--- config.mk ---
export PLATFORM = sky130hd
export DESIGN_NAME = block_store_arbiter_flat
export DESIGN_NICKNAME = d
export VERILOG_FILES = /design/src/rtl/block_store_arbiter_pkg.sv /design/src/rtl/block_store_arbiter_if.sv /design/src/rtl/block_store_arbiter.sv /design/src/flat_wrapper.sv
export SDC_FILE = /design/constraint.sdc
export NUM_CORES = 1
export LEC_CHECK = 0
export ABC_AREA = 1
export CAP_MARGIN = 0
export CORE_MARGIN = 4
export CORE_UTILIZATION = 55
export DETAILED_ROUTE_END_ITERATION = 10
export DONT_BUFFER_PORTS = 1
export PLACE_DENSITY = 0.69
export SLEW_MARGIN = 20
export SYNTH_ARGS = -nofsm -noshare
export SYNTH_HDL_FRONTEND = slang
export SYNTH_SLANG_ARGS = --single-unit
--- constraint.sdc ---
create_clock -name CLK -period 2.7 [get_ports CLK]
set_input_delay 0.405 -clock CLK [delete_from_list [all_inputs] [get_ports CLK]]
set_output_delay 0.405 -clock CLK [all_outputs]
set_load 0.01 [all_outputs]
--- src/rtl/block_store_arbiter_pkg.sv ---
// Shared geometry and types for the block-alive store arbiter.
//   NUM_BLOCKS : number of blocks in the level (one RAM bit each)
//   ADDR_W     : block address width
//   COUNT_W    : alive-counter width, wide enough to hold NUM_BLOCKS
package block_store_arbiter_pkg;

  localparam int unsigned NUM_BLOCKS = 128;
  localparam int unsigned ADDR_W     = 7;
  localparam int unsigned COUNT_W    = 8;

  // Arbiter states; IDLE hands the RAM to the renderer.
  typedef enum logic [2:0] {
    ST_IDLE    = 3'd0,
    ST_G_READ  = 3'd1,
    ST_G_RESP  = 3'd2,
    ST_G_WRITE = 3'd3,
    ST_REFILL  = 3'd4
  } state_t;

  // Game-logic operation payload, held stable while G_REQ is high.
  typedef struct packed {
    logic              clear;
    logic [ADDR_W-1:0] addr;
  } g_op_t;

  // True when idx addresses the final block of the level.
  function automatic logic is_last_block(input logic [ADDR_W-1:0] idx);
    return idx == ADDR_W'(NUM_BLOCKS - 1);
  endfunction

endpackage

--- src/rtl/block_store_arbiter_if.sv ---
// Bundle of renderer, game-logic, refill and RAM signals around the arbiter.
//   slave  : arbiter view (drives acks, status and the RAM port)
//   master : environment view (renderer, game logic, RAM)
interface block_store_arbiter_if;
  import block_store_arbiter_pkg::*;

  logic               IN_VBLANK;
  logic [ADDR_W-1:0]  R_ADDR;
  logic               R_ALIVE;
  logic               G_REQ;
  logic               G_CLEAR;
  logic [ADDR_W-1:0]  G_ADDR;
  logic               G_ACK;
  logic               G_ALIVE;
  logic               REFILL_REQ;
  logic               REFILL_BUSY;
  logic [COUNT_W-1:0] ALIVE_COUNT;
  logic [ADDR_W-1:0]  MEM_ADDR;
  logic               MEM_WE;
  logic               MEM_WDATA;
  logic               MEM_RDATA;

  modport slave (
    input  IN_VBLANK, R_ADDR, G_REQ, G_CLEAR, G_ADDR, REFILL_REQ, MEM_RDATA,
    output R_ALIVE, G_ACK, G_ALIVE, REFILL_BUSY, ALIVE_COUNT,
           MEM_ADDR, MEM_WE, MEM_WDATA
  );

  modport master (
    output IN_VBLANK, R_ADDR, G_REQ, G_CLEAR, G_ADDR, REFILL_REQ, MEM_RDATA,
    input  R_ALIVE, G_ACK, G_ALIVE, REFILL_BUSY, ALIVE_COUNT,
           MEM_ADDR, MEM_WE, MEM_WDATA
  );

endinterface

--- src/rtl/block_store_arbiter.sv ---
// Arbitrates the single-port block-alive RAM between the renderer (active
// video) and the game logic (vertical blanking only), sequences level refills
// and tracks the number of alive blocks.
// Ports:
//   CLK   : pixel clock
//   RESET : asynchronous active-high reset; triggers an automatic refill
//   bus   : block_store_arbiter_if.slave (renderer read, game req/ack,
//           refill request/busy, alive count, RAM port)
module block_store_arbiter
  import block_store_arbiter_pkg::*;
(
  input  logic                  CLK,
  input  logic                  RESET,
  block_store_arbiter_if.slave  bus
);

  state_t             state_q, state_d;
  logic [ADDR_W-1:0]  idx_q, idx_d;
  logic [COUNT_W-1:0] count_q, count_d;
  logic               busy_q, busy_d;
  logic               ack_q, ack_d;
  logic               alive_q, alive_d;
  logic               rst_done_q;

  logic [ADDR_W-1:0]  mem_addr_c;
  logic               mem_we_c;
  logic               mem_wdata_c;
  g_op_t              g_op_c;

  assign g_op_c = '{clear: bus.G_CLEAR, addr: bus.G_ADDR};

  // State and bookkeeping registers.
  always_ff @(posedge CLK or posedge RESET) begin
    if (RESET) begin
      state_q    <= ST_REFILL;
      idx_q      <= '0;
      count_q    <= '0;
      busy_q     <= 1'b1;
      ack_q      <= 1'b0;
      alive_q    <= 1'b0;
      rst_done_q <= 1'b0;
    end else begin
      state_q    <= state_d;
      idx_q      <= idx_d;
      count_q    <= count_d;
      busy_q     <= busy_d;
      ack_q      <= ack_d;
      alive_q    <= alive_d;
      rst_done_q <= 1'b1;
    end
  end

  // Next-state, RAM port mux and ack generation.
  always_comb begin
    state_d     = state_q;
    idx_d       = idx_q;
    count_d     = count_q;
    busy_d      = busy_q;
    ack_d       = 1'b0;
    alive_d     = 1'b0;
    mem_addr_c  = bus.R_ADDR;
    mem_we_c    = 1'b0;
    mem_wdata_c = 1'b0;

    case (state_q)
      ST_IDLE: begin
        // Refill wins over a simultaneous game request. The ack_q guard stops
        // a request still high in the ack cycle from being served twice.
        if (busy_q || bus.REFILL_REQ) begin
          busy_d  = 1'b1;
          state_d = ST_REFILL;
        end else if (bus.G_REQ && !ack_q && bus.IN_VBLANK) begin
          state_d = ST_G_READ;
        end
      end

      ST_G_READ: begin
        mem_addr_c = g_op_c.addr;
        busy_d     = busy_q | bus.REFILL_REQ;
        state_d    = ST_G_RESP;
      end

      ST_G_RESP: begin
        mem_addr_c = g_op_c.addr;
        busy_d     = busy_q | bus.REFILL_REQ;
        if (g_op_c.clear && bus.MEM_RDATA) begin
          state_d = ST_G_WRITE;
        end else begin
          ack_d   = 1'b1;
          alive_d = bus.MEM_RDATA;
          state_d = ST_IDLE;
        end
      end

      ST_G_WRITE: begin
        mem_addr_c  = g_op_c.addr;
        mem_we_c    = 1'b1;
        mem_wdata_c = 1'b0;
        busy_d      = busy_q | bus.REFILL_REQ;
        ack_d       = 1'b1;
        alive_d     = 1'b1;
        if (count_q != '0) begin
          count_d = count_q - COUNT_W'(1);
        end
        state_d = ST_IDLE;
      end

      ST_REFILL: begin
        // Writes advance only in vblank and never while reset is asserted or
        // in the first cycle after it; REFILL_REQ is ignored here.
        if (bus.IN_VBLANK && rst_done_q) begin
          mem_addr_c  = idx_q;
          mem_we_c    = 1'b1;
          mem_wdata_c = 1'b1;
          if (is_last_block(idx_q)) begin
            idx_d   = '0;
            count_d = COUNT_W'(NUM_BLOCKS);
            busy_d  = 1'b0;
            state_d = ST_IDLE;
          end else begin
            idx_d = idx_q + ADDR_W'(1);
          end
        end
      end

      default: begin
        state_d = ST_IDLE;
      end
    endcase
  end

  assign bus.MEM_ADDR    = mem_addr_c;
  assign bus.MEM_WE      = mem_we_c;
  assign bus.MEM_WDATA   = mem_wdata_c;
  // Renderer sees the synchronous RAM output directly (one cycle behind R_ADDR).
  assign bus.R_ALIVE     = bus.MEM_RDATA;
  assign bus.G_ACK       = ack_q;
  assign bus.G_ALIVE     = alive_q;
  assign bus.REFILL_BUSY = busy_q;
  assign bus.ALIVE_COUNT = count_q;

endmodule

--- src/flat_wrapper.sv ---
// flat-port wrapper written by rule: the top's interface ports become plain ports
module block_store_arbiter_flat import block_store_arbiter_pkg::*;
  (CLK, RESET, bus_IN_VBLANK, bus_R_ADDR, bus_G_REQ, bus_G_CLEAR, bus_G_ADDR, bus_REFILL_REQ, bus_MEM_RDATA, bus_R_ALIVE, bus_G_ACK, bus_G_ALIVE, bus_REFILL_BUSY, bus_ALIVE_COUNT, bus_MEM_ADDR, bus_MEM_WE, bus_MEM_WDATA);
  block_store_arbiter_if bus_i ();
  input  logic CLK;
  input  logic RESET;
  input wire logic [$bits(bus_i.IN_VBLANK)-1:0] bus_IN_VBLANK;
  input wire logic [$bits(bus_i.R_ADDR)-1:0] bus_R_ADDR;
  input wire logic [$bits(bus_i.G_REQ)-1:0] bus_G_REQ;
  input wire logic [$bits(bus_i.G_CLEAR)-1:0] bus_G_CLEAR;
  input wire logic [$bits(bus_i.G_ADDR)-1:0] bus_G_ADDR;
  input wire logic [$bits(bus_i.REFILL_REQ)-1:0] bus_REFILL_REQ;
  input wire logic [$bits(bus_i.MEM_RDATA)-1:0] bus_MEM_RDATA;
  output wire logic [$bits(bus_i.R_ALIVE)-1:0] bus_R_ALIVE;
  output wire logic [$bits(bus_i.G_ACK)-1:0] bus_G_ACK;
  output wire logic [$bits(bus_i.G_ALIVE)-1:0] bus_G_ALIVE;
  output wire logic [$bits(bus_i.REFILL_BUSY)-1:0] bus_REFILL_BUSY;
  output wire logic [$bits(bus_i.ALIVE_COUNT)-1:0] bus_ALIVE_COUNT;
  output wire logic [$bits(bus_i.MEM_ADDR)-1:0] bus_MEM_ADDR;
  output wire logic [$bits(bus_i.MEM_WE)-1:0] bus_MEM_WE;
  output wire logic [$bits(bus_i.MEM_WDATA)-1:0] bus_MEM_WDATA;
  assign bus_i.IN_VBLANK = bus_IN_VBLANK;
  assign bus_i.R_ADDR = bus_R_ADDR;
  assign bus_i.G_REQ = bus_G_REQ;
  assign bus_i.G_CLEAR = bus_G_CLEAR;
  assign bus_i.G_ADDR = bus_G_ADDR;
  assign bus_i.REFILL_REQ = bus_REFILL_REQ;
  assign bus_i.MEM_RDATA = bus_MEM_RDATA;
  assign bus_R_ALIVE = bus_i.R_ALIVE;
  assign bus_G_ACK = bus_i.G_ACK;
  assign bus_G_ALIVE = bus_i.G_ALIVE;
  assign bus_REFILL_BUSY = bus_i.REFILL_BUSY;
  assign bus_ALIVE_COUNT = bus_i.ALIVE_COUNT;
  assign bus_MEM_ADDR = bus_i.MEM_ADDR;
  assign bus_MEM_WE = bus_i.MEM_WE;
  assign bus_MEM_WDATA = bus_i.MEM_WDATA;
  block_store_arbiter u_core (.CLK(CLK), .RESET(RESET), .bus(bus_i));
endmodule
==> results of run 1 <==
==> layer usage <==
| metal | up-vias | routed length [µm] |
|---|---|---|
| li1 | 673 | - |
| met1 | 611 | 1490 |
| met2 | 48 | 1450 |
| met3 | 5 | 287 |
| met4 | 0 | 36 |
| met5 | - | 0 |
==> worst paths after layout <==
kind                                      startpoint                         to  slack [ns]
min                                            RESET  u_core.bus.ALIVE_COUNT[4]        0.11
max in group asynchronous                      RESET            u_core.idx_q[3]        2.06
min reg2reg                   u_core.bus.REFILL_BUSY     u_core.bus.REFILL_BUSY        0.51
max reg2reg                u_core.bus.ALIVE_COUNT[0]  u_core.bus.ALIVE_COUNT[6]        1.16
min in group CLK                       bus_MEM_RDATA         u_core.bus.G_ALIVE        0.26
max                                u_core.state_q[0]            bus_MEM_ADDR[3]        0.49
==> final cells by class <==
cell class | instances | area [µm²]
fillers | 237 | 987
multi-input cells | 159 | 773
flip-flops and latches | 22 | 553
inverters | 30 | 113
well taps | 30 | 37.5
clock buffers | 4 | 36.3
==> cell usage in the layout (no fill, tap or decap), drive strengths merged <==
cell,instances
or2,1
nand3b,1
nand4,3
nand2,72
clkbuf,4
ha,3
nor2,26
o21ai,18
a21oi,2
dfstp,2
dfrtp,20
xor2,5
inv,30
nand3,26
nor3,1
conb,1
==> logic make-up (layout without fill, tap and decap cells) <==
kind of cell / Yosys count / after routing
adder cells (fa/ha/maj): 3 / 3
flip-flops: 22 / 22
AO/OA/AOI/OAI: 20 / 20
buffers and inverters: 33 / 34
AND/OR/NAND/NOR: 130 / 130
XOR/XNOR: 5 / 5
other: 1 / 1
==> metrics by stage <==
step,worst slack [ns],hold slack (ns)
2_1_floorplan,1.10,0.393
3_3_place_gp,0.920,0.498
3_5_place_dp,0.844,0.503
4_1_cts,0.481,0.160
5_1_grt,0.315,0.193
6_report,0.490,0.113
==> registers in the layout, indices dropped and copies added, names as in the netlist <==
| name | flops |
|---|---|
| u_core.bus.G_ACK | 1 |
| u_core.bus.ALIVE_COUNT | 8 |
| u_core.rst_done_q | 1 |
| u_core.state_q | 3 |
| u_core.bus.REFILL_BUSY | 1 |
| u_core.bus.G_ALIVE | 1 |
| u_core.idx_q | 7 |
==> where the power goes <==
group	total, µW	internal, µW	switching, µW
Clock	189	82.5	106
Combinational	340	111	229
Sequential	510	413	97.3
==> impl_metrics.yaml, run 1 <==
worst_setup_path:
  crit_fanout: 16
  start_kind: "flop"
  endpoint_kind: "primary output"
  cpPeakStageDelay_ns: 0.47
  critical_path_depth: 7
  slowest_stage: "dfrtp_1"
  cpLargestDelayFamily: "simple AND/OR/NAND/NOR gates"
  required_ns: 2.30
  crit_path_cell_trace: "nor2_4 > nand2_4 > nor2_8 > inv_2 > o21ai_0 > nand2_1 > nand2_1"
  crit_top_cell: "nand2_1"
  rr_worst_depth: 8
  cp_num_buf_inv: 1
  worstPathArrival_ns: 1.81
  crit_type: "reg -> out"
synth:
  synthTopCellsByCount: "nand2_1 (68), inv_1 (27), nand3_1 (25)"
  synth_fa_ha_area_frac: 0.0256
  ys_top_cells_by_area: "dfrtp_1 (34%), nand2_1 (17%), nand3_1 (8.5%)"
  synth_cell_types: 24
  yosys_register_bits: 22
  syn_inst: 214
  synth_compound_area_frac: 0.0709
  synth_top_cell_by_area: "dfrtp_1"
  synth_edf_count: 0
  yosysMostFrequentCell: "nand2_1"
  async_flop_share: 1.00
  synthSimpleGateAreaFrac: 0.399
  avgSynthCellArea_um2: 6.85
  yosysWarnings: 0
  synthMuxAreaShare: 0
  synth_top_area_frac: 0.342
  synth_fp_nets: 238
  syn_area_mm2: 0.00147
  synth_top_family_by_area: "simple AND/OR/NAND/NOR gates"
  ys_seq_area_frac: 0.377
  yosys_most_used_dff: "dfrtp_1"
  synth_xor_area_frac: 0.0299
clock_tree:
  insertion_delay_ns: 0.32
  cts_resized: 0
  post_cts_buffers: 0
  clockBufferDepth: 2
  htreeDepth: 1
  cts.clk_slew.worst_paths_ns: 0.13
  clockRootBuffer: "clkbuf_4"
  numCtsBuffers: 3
  cts_tree: "done"
  hold_buffers: 0
  clock_sinks: 22
finish:
  area_growth_pct: 3.25
  antenna_cells: 0
  post-route-util: 0.605
  layout.nets: 240
  drive_gt1_frac: 0.0837
  final_cell_area_mm2: 0.00151
  stdcell_count: 245
sta:
  tightest_slew_ns: 0.823
  finalHoldViolCount: 0
  relSlewSlack: 0.450
  fmax_ghz: 0.452
  setup_viol: 0
  skew_ns: 0.0126
  period_needed_ns: 2.21
  final_min_period_over_clock_period: 0.819
  setup_tns_ns: 0
  drv_slew: 0
  rsz0062_at_grt: "false"
die:
  die_w_um: 59.6
  ios: 42
  start_util: 0.586
  core-area_mm2: 0.00250
  rows: 18
  die_h_um: 59.6
  die_area_mm2: 0.00355
global_route:
  met2_usage: 0.307
  grt_max_degree: 23
  grt_use_met3: 0.0327
  use_met1: 0.280
  grt_pass1_vias: 1219
  grt_pass1_wl_um: 5350
  grt_overflow_total: 0
  grt_busiest_layer: "met2"
  grt_usage: 0.199
  antenna_found_initial: 0
place:
  dpl.hpwl_um: 2570
  io_buffers: 0
  dp_cells: 241
  dpl_cell_area_mm2: 0.00148
  gp_congestion: 0.943
drt:
  dr.first_iter.drc_count: 88
  drtAntennaViolNets: 0
  wire_per_inst_um: 13.3
  drt-pass1-iter-count: 4
  vias: 1337
  viasPerCell: 5.46
  drc: 0
  drt-total-wl_um: 3270
power_and_ir_drop:
  powerDensity_mw_per_mm2: 687
  power_uw: 1040
  peakVddDrop_mv: 0.432
  power.leakage_uw: 0.000809
run:
  drv_cap: 0
outcome:
  outcome: "finished clean"
min_path:
  worst_hold_path_type: "in -> async"
Power figures use the tool's default switching activity.
==> run 2: changes to the inputs <==
ABC_AREA = 0   (was 1)
PLACE_DENSITY = 0.72   (was 0.69)
clock period = 1.88 ns   (was 2.7 ns; I/O delays follow)
==> run 2 against run 1 <==
Effect of this change: the run now ends with setup timing left; setup slack got worse by 0.50 ns; via count decreased by 9.5%; routed wire length increased by 0.55%; die area decreased by 5.6%; register-to-register slack got worse by 0.97 ns; final area increased by 7.4%; sequential cell count unchanged; global-route usage increased by 0.46 points; power increased by 2.7%; critical path depth decreased by 1; clock power increased by 40%; sequential power increased by 20%; critical endpoint unchanged; largest power group unchanged.
==> impl_metrics.yaml, run 2 <==
synth:
  yosys_register_bits: 22
  synthTopCellsByCount: "dfrtp_1 (20), a21oi_1 (13), inv_1 (12)"
  avgSynthCellArea_um2: 9.14
  ys_seq_area_frac: 0.403
  synth_edf_count: 0
  synth_cell_types: 45
  yosysMostFrequentCell: "dfrtp_1"
  syn_inst: 150
  yosys_most_used_dff: "dfrtp_1"
  ys_top_cells_by_area: "dfrtp_1 (36%), mux2i_1 (6.6%), a21oi_1 (4.7%)"
  synth_top_cell_by_area: "dfrtp_1"
  syn_area_mm2: 0.00137
  yosysWarnings: 0
  async_flop_share: 1.00
  synth_fp_nets: 174
  synth_top_area_frac: 0.365
finish:
  area_growth_pct: 18.4
  final_cell_area_mm2: 0.00162
  antenna_cells: 0
  final_common_cell: "dfrtp_1"
  mostFrequentLayoutCells: "dfrtp_1 (18), inv_1 (11), buf_4 (11)"
  largest_reg_flops: 8
  drive_gt1_frac: 0.272
  multi_input_area_um2: 806
  layout.nets: 187
  n_fill_cell: 176
  regArea_um2: 556
power_and_ir_drop:
  swShare: 0.308
  powerDensity_mw_per_mm2: 657
  switchingPower_uw: 329
  seqPwrFrac: 0.575
  pwr-share-clk: 0.249
  intPower_uw: 738
  peakVddDrop_mv: 0.478
  pwr-share-comb: 0.176
  power.leakage_uw: 0.000688
die:
  ios: 42
  rows: 17
  die_w_um: 57.9
  start_util: 0.597
  core-area_mm2: 0.00230
  die_area_mm2: 0.00336
  die_h_um: 57.9
sta:
  skew_ns: 0.00710
  rsz0062_at_grt: "true"
  finalHoldViolCount: 0
  drv_slew: 0
  final_min_period_over_clock_period: 1.01
  period_needed_ns: 1.89
  fmax_ghz: 0.529
  finalWorstSetupSlack_ns: -0.0115
  relSlewSlack: 0.649
  tightest_slew_ns: 0.520
  whs_ns: 0.0633
  setup_viol: 2
drt:
  drtAntennaViolNets: 0
  dr.first_iter.drc_count: 48
  drc: 0
  drt-pass1-iter-count: 4
  vias: 1210
  drt-total-wl_um: 3290
  wire_per_inst_um: 17.3
  viasPerCell: 6.37
worst_setup_path:
  slowest_stage: "dfrtp_2"
  start_kind: "flop"
  worstPathArrival_ns: 1.61
  cpLargestDelayFamily: "compound AO/OA/AOI/OAI gates"
  crit_fanout: 11
  reg2reg_setup_slack_ns: 0.19
  r2r_start: "u_core.bus.ALIVE_COUNT[1]"
  cp-startpoint: "u_core.state_q[1]"
  cpPeakStageDelay_ns: 0.43
  endpoint_kind: "primary output"
  crit_path_cell_trace: "nor2_4 > buf_6 > buf_12 > buf_4 > a211oi_1 > a21oi_2"
  crit_type: "reg -> out"
  rr_worst_depth: 6
  required_ns: 1.60
  cp_num_buf_inv: 3
  r2r_end: "u_core.bus.ALIVE_COUNT[6]"
clock_tree:
  clock_sinks: 22
  cts.clk_slew.worst_paths_ns: 0.12
  insertion_delay_ns: 0.31
  cts_tree: "done"
  htreeDepth: 1
  clockBufferDepth: 2
  clockRootBuffer: "clkbuf_4"
  numCtsBuffers: 3
outcome:
  outcome: "complete, but fails checks"
  violations: "setup timing"
global_route:
  grt_overflow_total: 0
  grt_usage: 0.204
  grt_pass1_vias: 1142
  grt_pass1_wl_um: 5350
  antenna_found_initial: 0
  grt_max_degree: 23
min_path:
  hold_depth: 1
  holdCritStartpoint: "bus_IN_VBLANK"
  worst_hold_path_type: "in -> reg"
  worstHoldEndpoint: "u_core.state_q[2]"
place:
  io_buffers: 0
  dpl.hpwl_um: 2380
  dpl_cell_area_mm2: 0.00145
  gp_congestion: 0.789
run:
  drv_cap: 0
[run 2: logic make-up after synthesis]
| group | synth area share |
|---|---|
| buf+inv | 0.0630 |
| fa+ha+maj | 0.0274 |
| compound gates | 0.215 |
| flops | 0.403 |
| other cells | 0.00273 |
| xor+xnor | 0.0192 |
| mux | 0.0657 |
| simple gates | 0.203 |
[run 2: metal layers]
layer / up-vias / global-route usage / wire [µm]
li1: 576 / - / -
met1: 594 / 0.262 / 1400
met2: 34 / 0.339 / 1680
met3: 6 / 0.0423 / 158
met4: 0 / 0.0695 / 43
met5: - / 0 / 0
[run 2: worst register-to-register path, delay by kind of cell (launching register included)]
kind | cells | cell delay [ns]
flops | 1 | 0.40
simple gates | 1 | 0.48
fa+ha+maj | 1 | 0.22
buf+inv | 1 | 0.11
compound gates | 3 | 0.39
[run 2: how the worst max path moves through the flow]
| stage | to | cells after the start | slack (ns) |
|---|---|---|---|
| after CTS | bus_MEM_ADDR[5] | 5 | -0.01 |
| after global routing | bus_MEM_ADDR[5] | 5 | -0.06 |
| final | bus_MEM_ADDR[3] | 6 | -0.01 |
| after floorplan | u_core.bus.ALIVE_COUNT[6] | 6 | 0.18 |
| after global placement | u_core.bus.ALIVE_COUNT[6] | 6 | 0.21 |
| after detailed placement | u_core.bus.ALIVE_COUNT[6] | 6 | 0.18 |
[run 2: timing repair]
item	in CTS	in global routing
endpoints found under the hold margin	20	0
hold buffers	1	0
setup buffers	2	2
setup endpoints to repair	8	9
resized for setup	10	13
pin swaps	0	7
[run 2: cell type report]
cell class | instances | area share
Inverter | 12 | 0.0293
Clock buffer | 4 | 0.0223
Sequential cell | 22 | 0.342
Tap cell | 28 | 0.0216
Multi-Input combinational cell | 109 | 0.496
Timing Repair Buffer | 15 | 0.0886
[run 2: power groups by stage]
stage               logic (µW)  registers, µW  clock network, µW
floorplan                  140            595                  0
global placement           164            614                  0
detailed placement         167            617                  0
CTS                        181            608                263
global route               208            627                288
finish                     188            614                265
[run 2: through the flow]
stage | power [µW] | TNS, ns | cells | util | setup WS [ns]
CTS | 1050 | -0.0136 | 188 | 0.678 | -0.0136
global placement | 778 | 0 | 181 | 0.632 | 0.215
global route | 1120 | -0.303 | 190 | 0.707 | -0.0634
detailed placement | 784 | 0 | 181 | 0.632 | 0.183
finish | 1070 | -0.0125 | 190 | 0.707 | -0.0115
floorplan | 735 | 0 | 150 | - | 0.184
==> run 3: changes to the inputs <==
MAX_ROUTING_LAYER = met4   (was default)
==> run 3 against run 2 <==
Effect of this change: the flow still finishes with violations (setup timing); clock skew shrank 0.00071 ns; routed wire length grew 0.55%; fmax shrank 0.16%; sequential power is essentially flat; non-clock buffer count is the same; via count grew 0.17%; final cell count is the same; clock power is essentially flat; first-iteration DRC count shrank 2.1%; count of clock-buffer cells in the layout is the same; die area is the same; sequential cell count is the same; critical endpoint unchanged; highest routed layer unchanged.
==> impl_metrics.yaml, run 3 (synthesis gave the netlist of run 2 again) <==
sta:
  period_needed_ns: 1.89
  tightest_slew_ns: 0.522
  finalWorstSetupSlack_ns: -0.0145
  final_min_period_over_clock_period: 1.01
  setup_viol: 2
  finalHoldViolCount: 0
  relSlewSlack: 0.648
  skew_ns: 0.00639
  whs_ns: 0.0625
  fmax_ghz: 0.528
  rsz0062_at_grt: "true"
  drv_slew: 0
power_and_ir_drop:
  pwr-share-clk: 0.249
  pwr-share-comb: 0.177
  peakVddDrop_mv: 0.477
  swShare: 0.310
  power.leakage_uw: 0.000688
  power_uw: 1070
  switchingPower_uw: 331
  seqPwrFrac: 0.574
  powerDensity_mw_per_mm2: 658
  intPower_uw: 738
worst_setup_path:
  cp-startpoint: "u_core.state_q[1]"
  crit_type: "reg -> out"
  r2r_end: "u_core.bus.ALIVE_COUNT[6]"
  endpoint_kind: "primary output"
  cp-endpoint: "bus_MEM_ADDR[3]"
  rr_worst_depth: 6
  worstPathArrival_ns: 1.61
  start_kind: "flop"
  crit_fanout: 11
  reg2reg_setup_slack_ns: 0.18
  r2r_start: "u_core.bus.ALIVE_COUNT[1]"
  required_ns: 1.60
clock_tree:
  cts.clk_slew.worst_paths_ns: 0.12
  clock_sinks: 22
  insertion_delay_ns: 0.31
  clockRootBuffer: "clkbuf_4"
  clockBufferDepth: 2
  cts_tree: "done"
  numCtsBuffers: 3
  htreeDepth: 1
global_route:
  grt_max_degree: 23
  grt_pass1_vias: 1135
  use_met1: 0.264
  met2_usage: 0.339
  grt_overflow_total: 0
  grt_usage: 0.212
  grt_busiest_layer: "met2"
  grt_pass1_wl_um: 5370
  grt_use_met3: 0.0490
  antenna_found_initial: 0
drt:
  drtAntennaViolNets: 0
  viasPerCell: 6.38
  drt-pass1-iter-count: 4
  wire_per_inst_um: 17.4
  dr.first_iter.drc_count: 47
  drt-total-wl_um: 3300
  vias: 1212
  drc: 0
outcome:
  outcome: "complete, but fails checks"
  violations: "setup timing"
die:
  core-area_mm2: 0.00230
  ios: 42
  rows: 17
  die_h_um: 57.9
  die_w_um: 57.9
  start_util: 0.597
  die_area_mm2: 0.00336
place:
  dp_cells: 181
  dpl_cell_area_mm2: 0.00145
  dpl.hpwl_um: 2380
  gp_congestion: 0.800
  io_buffers: 0
finish:
  largest_reg_flops: 8
  post-route-util: 0.707
  multi_input_area_um2: 806
  drive_gt1_frac: 0.272
  final_cell_area_mm2: 0.00162
  final_common_cell: "dfrtp_1"
  n_fill_cell: 176
  layout.nets: 187
  stdcell_count: 190
  antenna_cells: 0
  area_growth_pct: 18.4
  mostFrequentLayoutCells: "dfrtp_1 (18), inv_1 (11), buf_4 (11)"
  regArea_um2: 556
min_path:
  worst_hold_path_type: "in -> reg"
run:
  drv_cap: 0
## run 3: cell counts in the layout (fill, tap and decap cells not counted)
Identical to the previous run, type by type.
## run 3: what timing repair did
| item | in CTS | in global routing |
|---|---|---|
| hold buffers | 1 | 0 |
| resized for setup | 10 | 13 |
| endpoints found under the setup margin | 8 | 9 |
| pin swaps | 0 | 7 |
| buffers inserted | 2 | 2 |
| endpoints found under the hold margin | 20 | 0 |
## run 3: worst min-delay path by stage
stage                     slack (ns)  cells after the start          start                         to
after detailed placement        0.23                      2          RESET            u_core.idx_q[1]
after floorplan                 0.27                      1          RESET  u_core.bus.ALIVE_COUNT[0]
after global routing            0.06                      1  bus_IN_VBLANK          u_core.state_q[2]
after CTS                       0.07                      1  bus_IN_VBLANK          u_core.state_q[2]
final                           0.06                      1  bus_IN_VBLANK          u_core.state_q[2]
after global placement          0.23                      2          RESET            u_core.idx_q[0]
## run 3: area by class of cell
type,instances,share of cell area
Timing Repair Buffer,15,0.0886
Multi-Input combinational cell,109,0.496
Sequential cell,22,0.342
Inverter,12,0.0293
Clock buffer,4,0.0223
Tap cell,28,0.0216
## run 3: critical path, stage by stage (launching register included)
cell and delay, ns:
dfrtp_2 0.43, nor2_4 0.05, buf_6 0.13, buf_12 0.13, buf_4 0.13, a211oi_1 0.33, a21oi_2 0.10
## run 3: through the flow
stage	setup slack (ns)	setup TNS, ns
after floorplan	0.184	0
after global placement	0.215	0
after detailed placement	0.183	0
after CTS	-0.0136	-0.0136
after global routing	-0.0634	-0.304
final	-0.0145	-0.0167
## run 3: power by group through the flow
stage                     logic [µW]  registers (µW)  clock network [µW]
after floorplan                  140             595                   0
after global placement           164             614                   0
after detailed placement         167             617                   0
after CTS                        181             608                 263
after global routing             208             627                 288
final                            189             614                 266
## run 3: per-layer routing
layer | part of all wire | vias to the layer above
met4 | 0.013 | 0
met2 | 0.51 | 38
li1 | - | 576
met3 | 0.053 | 6
met5 | 0 | -
met1 | 0.42 | 592
